[src/rtl/nes_bus_pkg.sv]
// Shared NES bus definitions: bus widths, the OAM DMA trigger address and
// the DMA sequencer state encoding.
package nes_bus_pkg;

  localparam int ADDR_W = 16;
  localparam int DATA_W = 8;

  localparam logic [ADDR_W-1:0] DMA_REG_ADDR_DEFAULT = 16'h4014;

  typedef enum logic [2:0] {
    IDLE  = 3'd0,
    ACK   = 3'd1,
    ALIGN = 3'd2,
    RD    = 3'd3,
    WR    = 3'd4
  } dma_state_t;

endpackage

[src/rtl/oam_dma_arbiter.sv]
// Memory-port arbiter between the 6502 core and the OAM sprite-DMA engine.
// CPU traffic passes straight through until a write to the DMA register
// stalls the CPU and copies one 256-byte page into sprite OAM.
//
//   state | meaning
//   IDLE  | CPU owns the memory port, combinational pass-through
//   ACK   | completes the trigger write (one-cycle cpu_rdy)
//   ALIGN | dummy cycles before the first DMA read
//   RD    | reading {page, cnt} from memory, waiting for mem_rdy
//   WR    | writing the fetched byte to OAM[cnt]
module oam_dma_arbiter
  import nes_bus_pkg::*;
#(
  parameter logic [ADDR_W-1:0] DMA_REG_ADDR = DMA_REG_ADDR_DEFAULT,
  parameter int unsigned       ALIGN_CYCLES = 1
) (
  input  logic              clk,
  input  logic              rst,
  input  logic [ADDR_W-1:0] cpu_addr,
  input  logic [DATA_W-1:0] cpu_data_out,
  input  logic              cpu_ren,
  input  logic              cpu_wen,
  output logic [DATA_W-1:0] cpu_data_in,
  output logic              cpu_rdy,
  output logic [ADDR_W-1:0] mem_addr,
  output logic [DATA_W-1:0] mem_data_out,
  output logic              mem_ren,
  output logic              mem_wen,
  input  logic              mem_rdy,
  input  logic [DATA_W-1:0] mem_data_in,
  output logic [7:0]        oam_addr,
  output logic [DATA_W-1:0] oam_data,
  output logic              oam_wen,
  output logic              dma_busy
);

  // Align counter is a down-counter: load N-1 on entry, leave ALIGN at zero.
  localparam logic [1:0] ALIGN_LOAD = (ALIGN_CYCLES > 0) ? 2'(ALIGN_CYCLES - 1) : 2'd0;

  dma_state_t        state_q, state_d;
  logic [7:0]        page_q, page_d;
  logic [7:0]        cnt_q, cnt_d;
  logic [DATA_W-1:0] byte_q, byte_d;
  logic [1:0]        align_q, align_d;
  logic              dma_trig;

  assign dma_trig = cpu_wen && (cpu_addr == DMA_REG_ADDR);
  assign dma_busy = (state_q != IDLE);

  always_comb begin
    state_d      = state_q;
    page_d       = page_q;
    cnt_d        = cnt_q;
    byte_d       = byte_q;
    align_d      = align_q;
    cpu_data_in  = '0;
    cpu_rdy      = 1'b0;
    mem_addr     = '0;
    mem_data_out = '0;
    mem_ren      = 1'b0;
    mem_wen      = 1'b0;
    oam_addr     = '0;
    oam_data     = '0;
    oam_wen      = 1'b0;

    unique case (state_q)
      IDLE: begin
        mem_addr     = cpu_addr;
        mem_data_out = cpu_data_out;
        mem_ren      = cpu_ren;
        mem_wen      = cpu_wen;
        cpu_rdy      = mem_rdy;
        cpu_data_in  = mem_data_in;
        if (dma_trig) begin
          mem_wen = 1'b0;
          page_d  = cpu_data_out;
          cnt_d   = '0;
          state_d = ACK;
        end
      end

      ACK: begin
        cpu_rdy = 1'b1;
        if (ALIGN_CYCLES > 0) begin
          align_d = ALIGN_LOAD;
          state_d = ALIGN;
        end else begin
          state_d = RD;
        end
      end

      ALIGN: begin
        if (align_q == 2'd0) begin
          state_d = RD;
        end else begin
          align_d = align_q - 2'd1;
        end
      end

      RD: begin
        mem_ren  = 1'b1;
        mem_addr = {page_q, cnt_q};
        if (mem_rdy) begin
          byte_d  = mem_data_in;
          state_d = WR;
        end
      end

      WR: begin
        oam_wen  = 1'b1;
        oam_addr = cnt_q;
        oam_data = byte_q;
        // Last byte is decided on the pre-increment value; cnt simply wraps.
        cnt_d    = cnt_q + 8'd1;
        state_d  = (cnt_q == 8'hFF) ? IDLE : RD;
      end

      default: state_d = IDLE;
    endcase
  end

  always_ff @(posedge clk or negedge rst) begin
    if (!rst) begin
      state_q <= IDLE;
      page_q  <= '0;
      cnt_q   <= '0;
      byte_q  <= '0;
      align_q <= '0;
    end else begin
      state_q <= state_d;
      page_q  <= page_d;
      cnt_q   <= cnt_d;
      byte_q  <= byte_d;
      align_q <= align_d;
    end
  end

endmodule

[config.mk]
export PLATFORM = sky130hd
export DESIGN_NAME = oam_dma_arbiter
export DESIGN_NICKNAME = d
export VERILOG_FILES = /design/src/rtl/nes_bus_pkg.sv /design/src/rtl/oam_dma_arbiter.sv
export SDC_FILE = /design/constraint.sdc
export NUM_CORES = 1
export LEC_CHECK = 0
export BUFFER_PORTS_ARGS = -buffer_cell sky130_fd_sc_hd__buf_2
export CORE_MARGIN = 5
export CORE_UTILIZATION = 25
export DETAILED_ROUTE_END_ITERATION = 10
export PLACE_DENSITY = 0.52
export SLEW_MARGIN = 20
export SYNTH_ARGS = -nofsm -noshare
export SYNTH_HDL_FRONTEND = slang
export SYNTH_SLANG_ARGS = --single-unit
[constraint.sdc]
create_clock -name clk -period 4.09 [get_ports clk]
set_clock_uncertainty 0.05 [all_clocks]
set_input_delay 0.6135 -clock clk [delete_from_list [all_inputs] [get_ports clk]]
set_output_delay 0.6135 -clock clk [all_outputs]
set_load 0.02 [all_outputs]
==> metrics, run 1 <==
cell area after placement about 0.0023 mm2; cells along the critical path or3b_1 -> inv_1 -> and2_1 -> buf_2; highest-delay cell along the critical path sky130_fd_sc_hd__or3b_1; most common cell after layout, fill and taps aside sky130_fd_sc_hd__buf_2; weighted congestion reported at the end of routability-driven placement between 0.7 and 0.8; filler cell count between 700 and 800; RSZ-0062 raised after global routing false; CORE AREA 0.006794 mm2; clock tree from TritonCTS built; number of remaining DRC errors 0; Max Freq 0.3479 GHz; minimum period implied by the final worst setup slack approximately 2.9 ns; ratio of cells with drive above 1 in the final layout 0.4436; biggest fanout along the worst timing path 21; switching component of the power between 0.6 and 0.7 mW; result of the run finished clean; detail-routed net length per standard cell 13.73 um; buffer type at the clock tree root sky130_fd_sc_hd__clkbuf_8; # setup viols final 0; starting density of the core 0.2573; number of cells on the critical path 4; post-route standard cell area excluding fillers between 0.002 and 0.0025 mm2; total inserted antenna cells 0; Max transition margin 0.4659; clock power share 0.157; Post-Syn Instances 177; Setup crit start kind register; Peak supply drop 0.0002483 V; arrival time at the worst endpoint between 2 and 2.5 ns; cell family with most CP delay simple AND/OR/NAND/NOR gates; Row Count 30; insertion delay to the later sink of the worst-skew pair 0.28 ns; Post-Synthesis Net Count 216; Tightest Pin Transition about 0.80 ns; final antenna-violating net count 0; Worst Setup Path Type register to output pin; Total Die Area slightly below 0.009 mm2; drt pass-1 iters 4; power per unit of standard cell area 630.0 mW/mm2; sequential element share of the synthesized area 0.4152; Synth async-reset ratio 1.000; synthesized area per cell 9.875 um2; buffers and inverters on the worst path 2; number of clock buffers inserted by TritonCTS 5; Synth Flop Type sky130_fd_sc_hd__dfrtp_1; buffers added on ports 89; Post-Synth Adder-Cell Area 0.01432; number of synthesized register bits 29; Final TNS setup 0 ns; path category of the worst min-delay check primary input to asynchronous set/reset pin; post-synthesis share of cell area spent on xor and xnor gates 0; initial detailed-routing violation count 84; pin count of the biggest net entering global routing 30; vertical extent of the die around 94 um; total of max-cap violations 0; width of the chip between 90 and 100 um; area delta synth->final 35.15%; first-pass GRT wire length around 7900 um; final-stage net count 304; CP Capture Type output pin; Yosys warnings 0; via count around 1,600; Detail Placement HPWL between 3000 and 4000 um; Tcrit/Tclk final 0.7028; Vias/cell roughly 4.4; final number of hold-violating endpoints 0; CTS hold repair buffers 0; cell count of the worst reg-to-reg path 4; dominant combinational cell family by area after synthesis simple AND/OR/NAND/NOR gates; Post-Route WL a little under 5000 um; post-synthesis instance area around 0.0017 mm2; internal power about 0.80 mW; I/O pin count 90; aggregate global routing overflow 0; area share of and/or/nand/nor cells after synthesis 0.2563; part of the power in registers 0.329; number of sinks on the clock net 29; required time at the worst-slack endpoint ~3.4 ns; number of global-route vias before repair around 1,600; number of distinct library cells after synthesis 36; switching share of power 0.4608; max incr delay on CP between 0.6 and 0.7 ns; number of antenna violations at the first check in global routing 0; clock edge transition at the registers on the reported setup and hold paths about 0.06 ns; number of buffers inserted by post-CTS setup repair 0; number of buffers on the longest clock path 2; final count of pins violating max slew 0; multiplexer area fraction after synthesis 0.1088; fraction of the mapped netlist area in compound gates 0.1625; Hold WS between 0.3 and 0.4 ns; number of flops mapped to enable cells by yosys 0; post-cts gate resize count 0; H-Tree Level Count 2; Logic pwr share 0.514; leading cell types in the layout, fill and taps excluded 89 x sky130_fd_sc_hd__buf_2, 31 x sky130_fd_sc_hd__and2_1, 29 x sky130_fd_sc_hd__dfrtp_1, 17 x sky130_fd_sc_hd__a22o_1, 16 x sky130_fd_sc_hd__mux2_2; leakage power summed over all cells about 1.2 nW; total routing usage reported by global routing 0.1146
[flip-flops by register name, indices dropped and copies added (netlist names)]
| name | cells |
|---|---|
| align_q | 2 |
| cnt_q | 8 |
| state_q | 3 |
| page_q | 8 |
| byte_q | 8 |
[kinds of logic after synthesis]
group	after synthesis
compound gates	39
buf+inv	18
simple gates	72
fa+ha+maj	2
mux	17
flops	29
[stage by stage]
step / worst slack (ns) / total power [mW] / util / instances
after global placement: 1.469 / 1.268 / 0.3355 / 354
final: 1.216 / 1.488 / 0.3477 / 362
after floorplan: 1.781 / 1.004 / - / 177
after detailed placement: 1.452 / 1.264 / 0.3355 / 354
after global routing: 0.9971 / 1.591 / 0.3477 / 362
after CTS: 1.142 / 1.502 / 0.3477 / 362
[final cells by class]
class                      count  area [um2]  area share
sequential                    29       725.7      0.3072
inverter                       9       33.78     0.01430
multi-input combinational    130       947.2      0.4010
tap                           96       120.1     0.05085
timing repair buffer          90       452.9      0.1917
clock inverter                 2       10.01    0.004237
clock buffer                   6       72.57     0.03072
[worst paths after layout]
| kind | start | to | slack, ns |
|---|---|---|---|
| setup / recovery | state_q[1] | oam_addr[7] | 1.22 |
| hold / removal | rst | cnt_q[2] | 0.32 |
| setup reg to reg | state_q[1] | page_q[0] | 1.72 |
| hold reg to reg | byte_q[0] | byte_q[0] | 0.45 |
| max in group asynchronous | rst | byte_q[4] | 3.23 |
| min in group clk | byte_q[0] | byte_q[0] | 0.45 |
[synthesized netlist by cell type, drive strengths merged (3+ instances only)]
cell type | count | share of area
dfrtp | 29 | 0.42
and2 | 31 | 0.11
clkbuf | 5 | 0.011
mux2 | 16 | 0.10
inv | 9 | 0.019
nor2b | 3 | 0.011
nor3 | 3 | 0.015
nand3 | 3 | 0.0086
a22o | 17 | 0.085
nor2 | 6 | 0.021
o21ai | 13 | 0.037
nand2 | 10 | 0.021
or3 | 3 | 0.011
buf | 4 | 0.013
nor4b | 3 | 0.015
[layer usage]
layer  vias up  track usage  routed length [um]
li1        802            -                   -
met1       722       0.1487                2380
met2        49       0.1888                2326
met3         6      0.02816                 209
met4         0      0.03249                  56
met5         -            0                   0
[power groups by stage]
| stage | clock [mW] | sequential [mW] | combinational, mW |
|---|---|---|---|
| after floorplan | 0 | 0.455 | 0.549 |
| after global placement | 0 | 0.494 | 0.774 |
| after detailed placement | 0 | 0.490 | 0.774 |
| after CTS | 0.239 | 0.487 | 0.777 |
| final | 0.234 | 0.489 | 0.766 |
| after global routing | 0.252 | 0.503 | 0.836 |
No activity file was read; power rests on OpenSTA's default activity.
==> inputs of run 2 (changes only) <==
--- a/config.mk
+++ b/config.mk
@@ -5,11 +5,12 @@
 export SDC_FILE = /design/constraint.sdc
 export NUM_CORES = 1
 export LEC_CHECK = 0
+export ABC_AREA = 1
 export BUFFER_PORTS_ARGS = -buffer_cell sky130_fd_sc_hd__buf_2
 export CORE_MARGIN = 5
 export CORE_UTILIZATION = 25
 export DETAILED_ROUTE_END_ITERATION = 10
-export PLACE_DENSITY = 0.52
+export PLACE_DENSITY = 0.53
 export SLEW_MARGIN = 20
 export SYNTH_ARGS = -nofsm -noshare
 export SYNTH_HDL_FRONTEND = slang
==> constraint.sdc (replaced) <==
create_clock -name clk -period 2.32 [get_ports clk]
set_clock_uncertainty 0.05 [all_clocks]
set_input_delay 0.348 -clock clk [delete_from_list [all_inputs] [get_ports clk]]
set_output_delay 0.348 -clock clk [all_outputs]
set_load 0.02 [all_outputs]
==> metrics, run 2 <==
final count of pins violating max slew 0; number of buffers on the longest clock path 2; aggregate global routing overflow 0; via count around 1,900; minimum period implied by the final worst setup slack approximately 2.1 ns; Worst Setup Path Type register to output pin; CTS hold repair buffers 0; final antenna-violating net count 0; number of global-route vias before repair approximately 2,000; number of synthesized register bits 29; H-Tree Level Count 2; multiplexer area fraction after synthesis 0; total of max-cap violations 0; starting density of the core 0.2562; leakage power summed over all cells about 1.4 nW; number of cells after detailed placement 440; power per unit of standard cell area about 490 mW/mm2; result of the run finished clean; number of flops mapped to enable cells by yosys 0; Synth Flop Type sky130_fd_sc_hd__dfrtp_1; Max transition margin 0.5421; sequential element share of the synthesized area 0.3927; fraction of the mapped netlist area in compound gates 0.1903; clock power share 0.455; vertical extent of the die about 96 um; drt pass-1 iters 4; Post-Route WL 5739 um; biggest fanout along the worst timing path 9; area delta synth->final 36.29%; Final TNS setup 0 ns; switching component of the power about 0.31 mW; Post-Synthesis Net Count about 300; clock edge transition at the registers on the reported setup and hold paths 0.07 ns; highest-delay cell along the critical path sky130_fd_sc_hd__dfrtp_1; ratio of cells with drive above 1 in the final layout 0.3639; number of antenna violations at the first check in global routing 0; buffer type at the clock tree root sky130_fd_sc_hd__clkbuf_8; Hold WS about 0.05 ns; synthesized area per cell roughly 7.2 um2; weighted congestion reported at the end of routability-driven placement a little under 0.8; Yosys warnings 0; total inserted antenna cells 0; library cell occupying the most area in the post-synthesis netlist sky130_fd_sc_hd__dfrtp_1; launch point of the worst reg-to-reg path state_q[1]; Post-Layout Cell Count around 450; Max Freq between 0.4 and 0.5 GHz; number of clock buffers inserted by TritonCTS 5; Peak supply drop roughly 0.00023 V; switching share of power 0.2546; share of Yosys cell area claimed by the top area cell type 0.3927; post-route standard cell area excluding fillers about 0.0025 mm2; final-stage net count ~390; # setup viols final 0; final number of hold-violating endpoints 0; I/O pin count 90; RSZ-0062 raised after global routing false; post-synthesis instance area around 0.0018 mm2; Sequential cell area 725.7 um2; path category of the worst min-delay check primary input to asynchronous set/reset pin; detail-routed net length per standard cell 12.81 um; part of the power in registers 0.411; internal power a little over 0.9 mW; Post-Synth Adder-Cell Area 0.01354; number of distinct library cells after synthesis 26; Synth async-reset ratio 1.000; multi-input logic area roughly 890 um2; arrival time at the worst endpoint ~1.8 ns; CORE AREA about 0.0072 mm2; clock tree from TritonCTS built; Setup crit start kind register; largest registers in the final layout byte_q x8, cnt_q x8, page_q x8; buffers added on ports 89; most common cell after layout, fill and taps aside sky130_fd_sc_hd__buf_2; cell area after placement approximately 0.0024 mm2; Total Die Area slightly above 0.009 mm2; initial detailed-routing violation count 94; number of remaining DRC errors 0; post-synthesis share of cell area spent on xor and xnor gates 0; first-pass GRT wire length about 9500 um; required time at the worst-slack endpoint roughly 1.9 ns; most frequently used cell type in the post-synthesis netlist sky130_fd_sc_hd__nor2_1; final core utilization 0.3491; CP Launch Point state_q[1]; width of the chip about 96 um; number of sinks on the clock net 29; dominant combinational cell family by area after synthesis simple AND/OR/NAND/NOR gates; total routing usage reported by global routing 0.1318; Row Count 31; Tightest Pin Transition just under 0.7 ns; number of buffers inserted by post-CTS setup repair 0; top cell types by occurrence after synthesis 49 x sky130_fd_sc_hd__nor2_1, 45 x sky130_fd_sc_hd__inv_1, 44 x sky130_fd_sc_hd__nand2_1, 29 x sky130_fd_sc_hd__dfrtp_1; Post-Syn Instances around 260; Logic pwr share 0.134; leading cell types in the layout, fill and taps excluded 89 x sky130_fd_sc_hd__buf_2, 49 x sky130_fd_sc_hd__nor2_1, 45 x sky130_fd_sc_hd__inv_1, 44 x sky130_fd_sc_hd__nand2_1, 29 x sky130_fd_sc_hd__dfrtp_1; filler cell count 790; Tcrit/Tclk final 0.9247; max incr delay on CP 0.44 ns; Detail Placement HPWL about 4500 um; cells along the critical path nor2_1 -> nand2_2 -> inv_1 -> buf_4 -> a22o_1 -> buf_2; insertion delay to the later sink of the worst-skew pair between 0.2 and 0.3 ns; post-cts gate resize count 0; area share of and/or/nand/nor cells after synthesis 0.2783; pin count of the biggest net entering global routing 30; main area contributors after synthesis sky130_fd_sc_hd__dfrtp_1 39%, sky130_fd_sc_hd__nor2_1 10%, sky130_fd_sc_hd__inv_1 9.1%; CP Capture Type output pin; Vias/cell 4.321
==> run 2: cell types whose count changed after synthesis, moves of 9 or more <==
cell | before | now
sky130_fd_sc_hd__nor2_1 | 4 | 49
sky130_fd_sc_hd__inv_1 | 9 | 45
sky130_fd_sc_hd__nand2_1 | 10 | 44
sky130_fd_sc_hd__and2_1 | 31 | 0
sky130_fd_sc_hd__mux2_2 | 16 | 0
sky130_fd_sc_hd__o21ai_2 | 0 | 16
sky130_fd_sc_hd__nand3_1 | 3 | 16
sky130_fd_sc_hd__a22o_1 | 17 | 8
==> run 2: cell type report <==
cell class                      instances  share of cell area
Clock buffer                            6             0.03279
Inverter                               48             0.07253
Sequential cell                        29              0.2881
Multi-Input combinational cell        171              0.3537
Clock inverter                          2             0.01490
Tap cell                               99             0.04918
Timing Repair Buffer                   93              0.1888
==> run 2: worst max-delay path, delay by kind of cell, from the launching register on <==
family / cells / cell delay (ns)
AND/OR/NAND/NOR: 2 / 0.31
flip-flops: 1 / 0.44
AO/OA/AOI/OAI: 1 / 0.15
buffers and inverters: 3 / 0.57
==> run 2: path summary, 6_finish.rpt <==
| kind | cells after the start | slack [ns] | end |
|---|---|---|---|
| max | 6 | 0.17 | mem_addr[13] |
| min | 1 | 0.05 | cnt_q[1] |
| max reg2reg | 6 | 0.70 | cnt_q[3] |
| min reg2reg | 2 | 0.43 | byte_q[2] |
| max in group asynchronous | 1 | 1.73 | state_q[0] |
| min in group clk | 3 | 0.27 | page_q[4] |
==> run 2: metal layers <==
layer / GRT usage / routed length [um]
met5: 0 / 0
met4: 0.05095 / 112
met3: 0.05160 / 545
met2: 0.2038 / 2669
met1: 0.1647 / 2411
==> run 2: stage by stage <==
stage / setup slack (ns) / total power [mW]
after floorplan: 0.4430 / 0.6002
after global placement: 0.5428 / 0.6832
after detailed placement: 0.4819 / 0.6828
after CTS: 0.1599 / 1.249
after global routing: 0.01329 / 1.284
final: 0.1747 / 1.230
==> run 2: logic make-up (layout without fill, tap and decap cells) <==
| logic type | count (synthesis) | count (layout) |
|---|---|---|
| flip-flops | 29 | 29 |
| AND/OR/NAND/NOR | 118 | 118 |
| buffers and inverters | 55 | 149 |
| AO/OA/AOI/OAI | 51 | 51 |
| adder cells (fa/ha/maj) | 2 | 2 |
==> run 2: power by group through the flow <==
stage | clock network (mW) | registers, mW | logic [mW]
finish | 0.560 | 0.506 | 0.164
global route | 0.595 | 0.505 | 0.184
CTS | 0.575 | 0.506 | 0.168
detailed placement | 0 | 0.515 | 0.167
global placement | 0 | 0.515 | 0.168
floorplan | 0 | 0.515 | 0.0848
